### config.mk
export PLATFORM = sky130hd
export DESIGN_NAME = store_queue
export DESIGN_NICKNAME = d
export VERILOG_FILES = /design/src/rtl/store_queue_pkg.sv /design/src/rtl/store_queue_forward_select.sv /design/src/rtl/store_queue.sv
export SDC_FILE = /design/constraint.sdc
export NUM_CORES = 1
export LEC_CHECK = 0
export CORE_MARGIN = 5
export CORE_UTILIZATION = 45
export DETAILED_ROUTE_END_ITERATION = 12
export MAX_ROUTING_LAYER = met4
export SYNTH_ARGS = -nofsm -noshare
export SYNTH_HDL_FRONTEND = slang
export SYNTH_HIERARCHICAL = 1
export SYNTH_SLANG_ARGS = --single-unit
export TNS_END_PERCENT = 30
### constraint.sdc
create_clock -name clk -period 9.5 [get_ports clk]
set_input_delay 0.95 -clock clk [delete_from_list [all_inputs] [get_ports clk]]
set_output_delay 0.95 -clock clk [all_outputs]
set_load 0.05 [all_outputs]
### src/rtl/store_queue_pkg.sv
// ============================================================================
// Module : store_queue_pkg
// Brief  : Shared entry layout and pointer-width helpers for the store queue.
// Rev    : 1.0  initial release
// ============================================================================
`default_nettype none

package store_queue_pkg;

    localparam int c_sq_xlen  = 32;
    localparam int c_sq_tag_w = 5;

    // Reference layout; modules rebuild it locally with their own widths.
    typedef struct packed {
        logic                  valid;
        logic [c_sq_tag_w-1:0] rob_tag;
        logic [c_sq_xlen-1:0]  addr;
        logic                  addr_ok;
        logic [c_sq_xlen-1:0]  data;
        logic                  data_ok;
        logic                  committed;
    } sq_entry_t;

    // Pointers carry one extra wrap bit above the slot index.
    function automatic int sq_ptr_w(input int depth);
        return $clog2(depth) + 1;
    endfunction

    function automatic int sq_idx_w(input int depth);
        return $clog2(depth);
    endfunction

endpackage

`default_nettype wire

### src/rtl/store_queue_forward_select.sv
// ============================================================================
// Module : store_queue_forward_select
// Brief  : Picks the youngest matching entry, walking slots in age order.
// Rev    : 1.0  initial release
// ============================================================================
`default_nettype none

module store_queue_forward_select
    import store_queue_pkg::*;
#(
    parameter int XLEN  = 32,
    parameter int DEPTH = 8
) (
    input  logic [DEPTH-1:0]           i_match,
    input  logic [DEPTH-1:0][XLEN-1:0] i_data,
    input  logic [sq_idx_w(DEPTH)-1:0] i_head_idx,
    output logic                       o_hit,
    output logic [XLEN-1:0]            o_data
);

    localparam int c_idx_w = sq_idx_w(DEPTH);

    logic [c_idx_w-1:0] w_idx;

    // Valid entries are contiguous from head, so the last match seen is youngest.
    always_comb begin
        o_hit  = 1'b0;
        o_data = '0;
        w_idx  = '0;
        for (int k = 0; k < DEPTH; k++) begin
            w_idx = i_head_idx + c_idx_w'(k);
            if (i_match[w_idx]) begin
                o_hit  = 1'b1;
                o_data = i_data[w_idx];
            end
        end
    end

endmodule

`default_nettype wire

### src/rtl/store_queue.sv
// ============================================================================
// Module : store_queue
// Brief  : Program-ordered store buffer draining committed stores to memory.
//          Define STORE_QUEUE_FORWARD_EN to add store-to-load forwarding.
// Rev    : 1.0  initial release
// ============================================================================
`default_nettype none

module store_queue
    import store_queue_pkg::*;
#(
    parameter int XLEN          = 32,
    parameter int ROB_TAG_WIDTH = 5,
    parameter int DEPTH         = 8
) (
    input  logic                     clk,
    input  logic                     reset_n,
    input  logic                     alloc_valid,
    input  logic [ROB_TAG_WIDTH-1:0] alloc_rob_tag,
    output logic                     alloc_ready,
    input  logic                     addr_valid,
    input  logic [ROB_TAG_WIDTH-1:0] addr_rob_tag,
    input  logic [XLEN-1:0]          addr,
    input  logic                     data_valid,
    input  logic [ROB_TAG_WIDTH-1:0] data_rob_tag,
    input  logic [XLEN-1:0]          data,
    input  logic                     commit_valid,
    input  logic [ROB_TAG_WIDTH-1:0] commit_rob_tag,
    input  logic                     flush,
    output logic                     mem_req_valid,
    output logic [XLEN-1:0]          mem_req_addr,
    output logic [XLEN-1:0]          mem_req_data,
    input  logic                     mem_req_ready,
    output logic [$clog2(DEPTH):0]   count,
    output logic                     empty
`ifdef STORE_QUEUE_FORWARD_EN
    ,
    input  logic [XLEN-1:0]          lookup_addr,
    output logic                     lookup_hit,
    output logic [XLEN-1:0]          lookup_data
`endif
);

    localparam int c_ptr_w = sq_ptr_w(DEPTH);
    localparam int c_idx_w = sq_idx_w(DEPTH);

    typedef struct packed {
        logic                     valid;
        logic [ROB_TAG_WIDTH-1:0] rob_tag;
        logic [XLEN-1:0]          addr;
        logic                     addr_ok;
        logic [XLEN-1:0]          data;
        logic                     data_ok;
        logic                     committed;
    } entry_t;

    entry_t             r_entry [DEPTH];
    logic [c_ptr_w-1:0] r_head;
    logic [c_ptr_w-1:0] r_tail;

    logic [c_idx_w-1:0] w_head_idx;
    logic [c_idx_w-1:0] w_tail_idx;
    logic               w_full;
    logic               w_alloc;
    logic               w_pop;
    logic [DEPTH-1:0]   w_addr_hit;
    logic [DEPTH-1:0]   w_data_hit;
    logic [DEPTH-1:0]   w_cmt_hit;
    logic [DEPTH-1:0]   w_keep;
    logic [c_ptr_w-1:0] w_ncmt;

    assign w_head_idx = r_head[c_idx_w-1:0];
    assign w_tail_idx = r_tail[c_idx_w-1:0];
    assign w_full     = (w_head_idx == w_tail_idx) && (r_head[c_ptr_w-1] != r_tail[c_ptr_w-1]);
    assign alloc_ready = !w_full;
    assign w_alloc    = alloc_valid && alloc_ready && !flush;

    assign mem_req_valid = r_entry[w_head_idx].valid && r_entry[w_head_idx].committed &&
                           r_entry[w_head_idx].addr_ok && r_entry[w_head_idx].data_ok;
    assign mem_req_addr  = r_entry[w_head_idx].addr;
    assign mem_req_data  = r_entry[w_head_idx].data;
    assign w_pop         = mem_req_valid && mem_req_ready;

    assign count = r_tail - r_head;
    assign empty = (count == '0);

    // A same-cycle commit counts as committed, so it survives a flush.
    always_comb begin
        w_addr_hit = '0;
        w_data_hit = '0;
        w_cmt_hit  = '0;
        w_keep     = '0;
        w_ncmt     = '0;
        for (int i = 0; i < DEPTH; i++) begin
            w_addr_hit[i] = addr_valid && r_entry[i].valid && (r_entry[i].rob_tag == addr_rob_tag);
            w_data_hit[i] = data_valid && r_entry[i].valid && (r_entry[i].rob_tag == data_rob_tag);
            w_cmt_hit[i]  = commit_valid && r_entry[i].valid && (r_entry[i].rob_tag == commit_rob_tag);
            w_keep[i]     = r_entry[i].valid && (r_entry[i].committed || w_cmt_hit[i]);
            if (w_keep[i]) begin
                w_ncmt = w_ncmt + c_ptr_w'(1);
            end
        end
    end

    always_ff @(posedge clk or negedge reset_n) begin
        if (!reset_n) begin
            for (int i = 0; i < DEPTH; i++) begin
                r_entry[i] <= '0;
            end
            r_head <= '0;
            r_tail <= '0;
        end else begin
            for (int i = 0; i < DEPTH; i++) begin
                if (flush && !w_keep[i]) begin
                    r_entry[i] <= '0;
                end else if (w_pop && (c_idx_w'(i) == w_head_idx)) begin
                    r_entry[i] <= '0;
                end else if (w_alloc && (c_idx_w'(i) == w_tail_idx)) begin
                    r_entry[i]         <= '0;
                    r_entry[i].valid   <= 1'b1;
                    r_entry[i].rob_tag <= alloc_rob_tag;
                end else begin
                    if (w_addr_hit[i]) begin
                        r_entry[i].addr    <= addr;
                        r_entry[i].addr_ok <= 1'b1;
                    end
                    if (w_data_hit[i]) begin
                        r_entry[i].data    <= data;
                        r_entry[i].data_ok <= 1'b1;
                    end
                    if (w_cmt_hit[i]) begin
                        r_entry[i].committed <= 1'b1;
                    end
                end
            end

            if (w_pop) begin
                r_head <= r_head + c_ptr_w'(1);
            end

            // Committed entries run contiguously from head, so they end at head + w_ncmt.
            if (flush) begin
                r_tail <= r_head + w_ncmt;
            end else if (w_alloc) begin
                r_tail <= r_tail + c_ptr_w'(1);
            end
        end
    end

`ifdef STORE_QUEUE_FORWARD_EN
    logic [DEPTH-1:0]           w_fwd_match;
    logic [DEPTH-1:0][XLEN-1:0] w_fwd_data;

    always_comb begin
        w_fwd_match = '0;
        w_fwd_data  = '0;
        for (int i = 0; i < DEPTH; i++) begin
            w_fwd_match[i] = r_entry[i].valid && r_entry[i].addr_ok && r_entry[i].data_ok &&
                             (r_entry[i].addr == lookup_addr);
            w_fwd_data[i]  = r_entry[i].data;
        end
    end

    store_queue_forward_select #(
        .XLEN  (XLEN),
        .DEPTH (DEPTH)
    ) u_fwd_select (
        .i_match    (w_fwd_match),
        .i_data     (w_fwd_data),
        .i_head_idx (w_head_idx),
        .o_hit      (lookup_hit),
        .o_data     (lookup_data)
    );
`endif

endmodule

`default_nettype wire
==> key figures, run 1 <==
Critical path
  • CP startpoint kind: input port
  • Most frequent CP cell: ha_1
  • Crit Path Category: input port to flop
  • Slowest cell on crit path: clkdlybuf4s50_1
  • Worst Path Buf+Inv: 4
  • Reg-to-reg slack, setup: between 3 and 4 ns
  • Top delay family on crit path: adder cells
  • Crit-path max cell delay: roughly 0.74 ns
  • CP Capture Type: flop
  • WP data required: roughly 10 ns
  • Worst-path fanout max: 9
  • CP Data Arrival Time: about 7.4 ns

Place
  • Placed cells: between 3000 and 4000
  • Gpl congestion: 0.8973
  • Worst slack, placed: a little under 2 ns
  • Placement Cell Area: roughly 0.033 sq mm
  • PortBufs: 162
  • Final HPWL DP: approximately 51000 microns

Clock tree
  • # H-tree levels: 3
  • Clk root buf: clkbuf_16
  • CTS Buf Count: 69
  • CTS tree: done
  • PostCTS Resize Cnt: 0
  • Cts hold-fix bufs: 0
  • Post-CTS Setup Repair Bufs: 0
  • Num Clock Sinks: a little under 600
  • Reg clk slew, reported paths: roughly 0.06 ns
  • CTS Buffer Depth: 3
  • Worst-Skew Late Latency: around 0.60 ns

GRT
  • Largest net degree at the start of global routing: between 150 and 200
  • GRT Residual Overflow: 0
  • Initial antenna violation count: 12
  • Vias in the first global route: about 23000
  • First-pass GRT wire length: 139100 microns
  • GR Util All Layers: 0.2510

Logic synthesis
  • FF+latch count, synth: 592
  • Distinct cells, synth: 65
  • Synth cell count leaders: dfrtp_1 (592), nor2_1 (556), mux2i_1 (533), nand2_1 (248), clkbuf_1 (143)
  • YS warnings: 6
  • Area contributors post-synth: dfrtp_1 (49%), mux2i_1 (18%), mux4_2 (9.5%)
  • Most frequent cell after synthesis: dfrtp_1
  • Ys async rst share: 1.000
  • Post-synth top area share: 0.4870
  • Syn Nets: 2894
  • Avg Inst Size Synth: between 10 and 15 sq um
  • Synth area leader: dfrtp_1
  • Dominant synthesized flop cell: dfrtp_1
  • Synthesized instance count: around 2800
  • Synthesized area: between 0.03 and 0.04 sq mm
  • Post-synth EDFFs: 0
  • Seq/Total Area, Yosys: 0.4870

Detailed routing
  • Drt first pass iters: 8
  • Antenna viol nets, final: 0
  • DRT Wirelength: 89810 microns
  • Initial DRC Count: approximately 1700
  • Via count: 21408
  • DR WL/cell: roughly 24 microns
  • # DRC: 0
  • Vias per cell: ~5.8

Job
  • Number of max-cap violations: 0

Power
  • Comb pwr share: 0.214
  • Sw Share: 0.3249
  • Pwr dens: a little under 200 mW/mm^2
  • Switching power total: between 2 and 2.5 mW
  • Clock share of power: 0.381
  • Flop pwr share: 0.405
  • Power Total: roughly 6.8 mW
  • Peak VDD IR: approximately 0.00027 V
  • Leak Pwr: roughly 19 nW
  • Int Pwr: approximately 4.6 mW

Timing
  • Fmax achieved: ~140 MHz
  • Final setup vio count: 0
  • Max-slew violations: 0
  • Hold_ws: 0.3767 ns
  • RSZ-0062 raised after global routing: no
  • Endpoints failing hold: 0
  • Rel. slew slack: 0.2033
  • Post-route minimum period: 6.933 ns
  • Period Utilization, post-route: 0.7298
  • Final WS setup: roughly 2.6 ns
  • Slew @ Worst Pin: 1.195 ns
  • Setup TNS: 0 ns
  • Clk_skew: 0.01882 ns

Floorplan
  • Die area: roughly 0.073 sq mm
  • Core Area: 0.06716 sq mm
  • Initial core utilization: 0.4529
  • Die X: between 200 and 300 microns
  • I/O pin cnt: 163
  • Die Ht: ~270 microns
  • Rows: 95

Min path
  • Worst Hold Class: input port to asynchronous set/reset pin

Layout
  • Area Growth Syn to Fin: 14.23%
  • NumNets Final: roughly 2900
  • Finished Layout Cells: 3721
  • Post-layout utilization of the core: 0.5174
  • Final-layout fill cell count: between 5000 and 6000
  • Design Area, Final: 0.03475 sq mm
  • Layout cells sized above 1: 0.1037

Status
  • Status: finished, final reports clean
-- cell type report --
| class | count | area, sq um | share of cell area |
|---|---|---|---|
| flip-flops and latches | 592 | 14830 | 0.4267 |
| inverters | 50 | 188.9 | 0.005438 |
| well taps | 873 | 1092 | 0.03144 |
| clock buffers | 103 | 2038 | 0.05866 |
| diodes | 12 | 30.03 | 0.0008642 |
| multi-input cells | 1880 | 14500 | 0.4174 |
| clock inverters | 14 | 142.6 | 0.004105 |
| repair buffers | 197 | 1927 | 0.05546 |
-- power groups by stage --
stage          logic, mW  registers, mW  clock network (mW)
4_1_cts             1.46           2.74                2.64
3_3_place_gp        1.45           2.78                   0
5_1_grt             1.53           2.75                2.74
2_1_floorplan       1.02           2.63                   0
3_5_place_dp        1.46           2.78                   0
6_report            1.44           2.74                2.58
-- registers in the layout (all words and copies together), names as in the netlist --
| register | count |
|---|---|
| r_entry | 584 |
| r_head | 4 |
| r_tail | 4 |
-- worst paths after layout --
path	from	endpoint	cells after the start
max in group asynchronous	reset_n	r_entry[557]	3
worst min-delay path	reset_n	r_entry[507]	1
worst min register to register	r_entry[180]	r_entry[180]	2
worst max register to register	r_entry[506]	r_tail[3]	28
min in group clk	r_entry[180]	r_entry[180]	2
worst max-delay path	commit_rob_tag[1]	r_tail[3]	29
-- routing by layer --
layer	wire, microns	up-vias	GRT usage
met1	38410	11078	0.3297
met5	0	-	-
met4	2216	0	0.07397
met3	5723	135	0.04806
li1	-	9491	-
met2	43460	704	0.4011
-- cell usage in the layout (no fill, tap or decap), types with 8 or more instances in the layout --
cell	n
xor2_1	94
diode_2	12
clkinv_2	9
buf_4	32
nor2_1	556
mux4_2	128
xnor2_1	43
nand2b_4	8
nand4_1	24
clkbuf_16	72
a21oi_1	63
nor4_1	26
ha_1	26
mux2i_1	533
nand3_1	37
inv_1	47
clkdlybuf4s50_1	161
dfrtp_1	589
clkbuf_8	12
nand2_1	248
clkbuf_1	19
-- cells by family (layout without fill, tap and decap cells) --
family	after synthesis	in the layout	share of synthesized area
other	0	12	0
buffers and inverters	302	364	0.03838
and+or+nand+nor	929	929	0.1242
adders and majority gates	28	28	0.01201
AOI/OAI and AO/OA	120	120	0.02596
DFF	592	592	0.4870
xor gates and xnor gates	139	139	0.04113
muxes	664	664	0.2713
Power figures use the tool's default switching activity.
==> inputs of run 2 (changes only) <==
--- a/config.mk
+++ b/config.mk
@@ -9,6 +9,7 @@
 export CORE_UTILIZATION = 45
 export DETAILED_ROUTE_END_ITERATION = 12
 export MAX_ROUTING_LAYER = met4
+export PLACE_DENSITY = 0.65
 export SYNTH_ARGS = -nofsm -noshare
 export SYNTH_HDL_FRONTEND = slang
 export SYNTH_HIERARCHICAL = 1
==> constraint.sdc (replaced) <==
create_clock -name clk -period 5.6 [get_ports clk]
set_input_delay 0.56 -clock clk [delete_from_list [all_inputs] [get_ports clk]]
set_output_delay 0.56 -clock clk [all_outputs]
set_load 0.05 [all_outputs]
==> key figures, run 2 (synthesized netlist as in run 1, its figures left out) <==
Clock tree
  • CTS Buffer Depth: 3 (unchanged)
  • Cts hold-fix bufs: 0 (unchanged)
  • CTS Buf Count: 67 (-2.9%)
  • # H-tree levels: 3 (unchanged)
  • CTS tree: done
  • Num Clock Sinks: 592 (unchanged)
  • Clk root buf: clkbuf_16
  • Worst-Skew Late Latency: 0.62 ns (+0.02 ns)
  • Reg clk slew, reported paths: 0.06 ns (about the same)

GRT
  • First-pass GRT wire length: 140900 microns (+1.2%)
  • Largest net degree at the start of global routing: 137 (-23%)
  • GR Util All Layers: 0.2541 (+0.003109)
  • Vias in the first global route: 23285 (+3.3%)
  • GRT Residual Overflow: 0 (unchanged)
  • Initial antenna violation count: 11 (-1)

Layout
  • Leading cell type in the layout, fill and taps excluded: dfrtp_1
  • Commonest cells after routing, fill and taps aside: dfrtp_1 (589), nor2_1 (555), mux2i_1 (532), nand2_1 (248), clkdlybuf4s50_1 (157)
  • Area Growth Syn to Fin: 17.35%
  • Multi-input gate area: 0.01465 sq mm (+1.0%)
  • Layout cells sized above 1: 0.1377 (+0.03400)
  • Top Registers: r_entry x584, r_head x4, r_tail x4
  • NumNets Final: 2991 (+2.8%)
  • Final-layout fill cell count: 5720 (-2.3%)
  • Biggest register: r_entry
  • Design Area, Final: 0.03570 sq mm (+2.7%)
  • Max reg flops: 584 (unchanged)
  • Reg area: 0.01483 sq mm (unchanged)

Status
  • Failing checks: hold timing
  • Status: complete, but fails checks

Place
  • PortBufs: 162 (unchanged)
  • Gpl congestion: 0.8739 (-2.6%)
  • Final HPWL DP: 53410 microns (+5.8%)
  • Placement Cell Area: 0.03331 sq mm (+2.4%)

Critical path
  • Crit-path max cell delay: 0.40 ns (-0.34 ns)
  • CP Data Arrival Time: 5.78 ns (-1.60 ns)
  • Crit Path Category: flop to flop
  • Worst-path fanout max: 4 (-5)
  • CP startpoint kind: flop
  • CP Capture Type: flop
  • Slowest cell on crit path: nor4_2
  • WP data required: 6.05 ns (-3.90 ns)
  • Most frequent CP cell: xnor2_1

Timing
  • Setup TNS: 0 ns (unchanged)
  • Max-slew violations: 0 (unchanged)
  • Final setup vio count: 0 (unchanged)
  • Endpoints failing hold: 2 (+2)
  • Slew @ Worst Pin: 0.9664 ns (-0.2287 ns)
  • RSZ-0062 raised after global routing: no
  • Clk_skew: 0.02989 ns (+0.01107 ns)
  • Fmax achieved: 187.5 MHz
  • Rel. slew slack: 0.3557 (+0.1525)
  • Hold_ws: -0.0004825 ns (-0.3772 ns)
  • Period Utilization, post-route: 0.9525
  • Post-route minimum period: around 5.3 ns

Detailed routing
  • Initial DRC Count: 1491 (-9.6%)
  • # DRC: 0 (unchanged)
  • Vias per cell: 5.742 (-0.19%)
  • Via count: 21849 (+2.1%)
  • Drt first pass iters: 8 (unchanged)
  • Antenna viol nets, final: 0 (unchanged)
  • DR WL/cell: 23.90 microns (-0.96%)
  • DRT Wirelength: 90960 microns (+1.3%)

Job
  • Number of max-cap violations: 0 (unchanged)

Floorplan
  • Initial core utilization: 0.4529 (unchanged)
  • I/O pin cnt: 163 (unchanged)
  • Die X: 270.0 microns (unchanged)
  • Core Area: 0.06716 sq mm (unchanged)
  • Die area: 0.07289 sq mm (unchanged)
  • Rows: 95 (unchanged)
  • Die Ht: 270.0 microns (unchanged)

Power
  • Pwr dens: 325.1 mW/mm^2 (+67%)
  • Leak Pwr: 19.70 nW (+2.8%)
  • Peak VDD IR: 0.0002928 V (+8.0%)
  • Power Total: 11.61 mW (+72%)

Min path
  • Worst Hold Class: input port to asynchronous set/reset pin
run 2: area by class of cell:
cell class / count / share of cell area
tap: 873 / 0.03060
multi-input combinational: 1880 / 0.4103
sequential: 592 / 0.4153
antenna: 12 / 0.0008412
timing repair buffer: 280 / 0.07557
clock inverter: 20 / 0.006905
clock buffer: 98 / 0.05507
inverter: 50 / 0.005363
run 2: power by group:
group          total (mW)  switching, mW  internal, mW
combinational        2.59           1.72         0.875
clock                4.42           1.79          2.63
sequential           4.60          0.259          4.34
run 2: timing repair:
action,CTS,global route
pin swaps,1,13
gates resized for setup,5,17
setup buffers,1,3
endpoints found under the setup margin,1,1
run 2: worst paths after layout:
| path | start | endpoint | slack [ns] | cells after the start |
|---|---|---|---|---|
| max | r_entry[580] | r_tail[3] | 0.27 | 28 |
| max reg2reg | r_entry[580] | r_tail[3] | 0.27 | 28 |
| max in group asynchronous | reset_n | r_entry[152] | 4.27 | 2 |
| min reg2reg | r_entry[1] | r_entry[1] | 0.52 | 2 |
| min | reset_n | r_entry[438] | -0.0005 | 1 |
| min in group clk | r_entry[1] | r_entry[1] | 0.52 | 2 |
run 2: critical path: cells and delay by family (launching register included):
family,cells,cell delay (ns)
adder cells (fa/ha/maj),5,1.32
AND/OR/NAND/NOR,6,1.06
XOR/XNOR,5,0.74
multiplexers,2,0.45
AO/OA/AOI/OAI,7,1.06
flip-flops,1,0.38
buffers and inverters,3,0.18
run 2: through the flow:
| stage | instances | setup WS (ns) | util |
|---|---|---|---|
| after floorplan | 2774 | 0.01007 | - |
| after global placement | 3671 | -0.7391 | 0.4959 |
| after detailed placement | 3671 | -0.7686 | 0.4959 |
| after CTS | 3790 | 0.03685 | 0.5295 |
| after global routing | 3804 | 0.006921 | 0.5315 |
| final | 3805 | 0.2663 | 0.5315 |
run 2: layer usage:
| metal | GRT usage | routed length (microns) | up-vias |
|---|---|---|---|
| li1 | - | - | 9652 |
| met1 | 0.3219 | 37840 | 11348 |
| met2 | 0.4166 | 44710 | 692 |
| met3 | 0.04682 | 5803 | 157 |
| met4 | 0.08359 | 2596 | 0 |
| met5 | - | 0 | - |
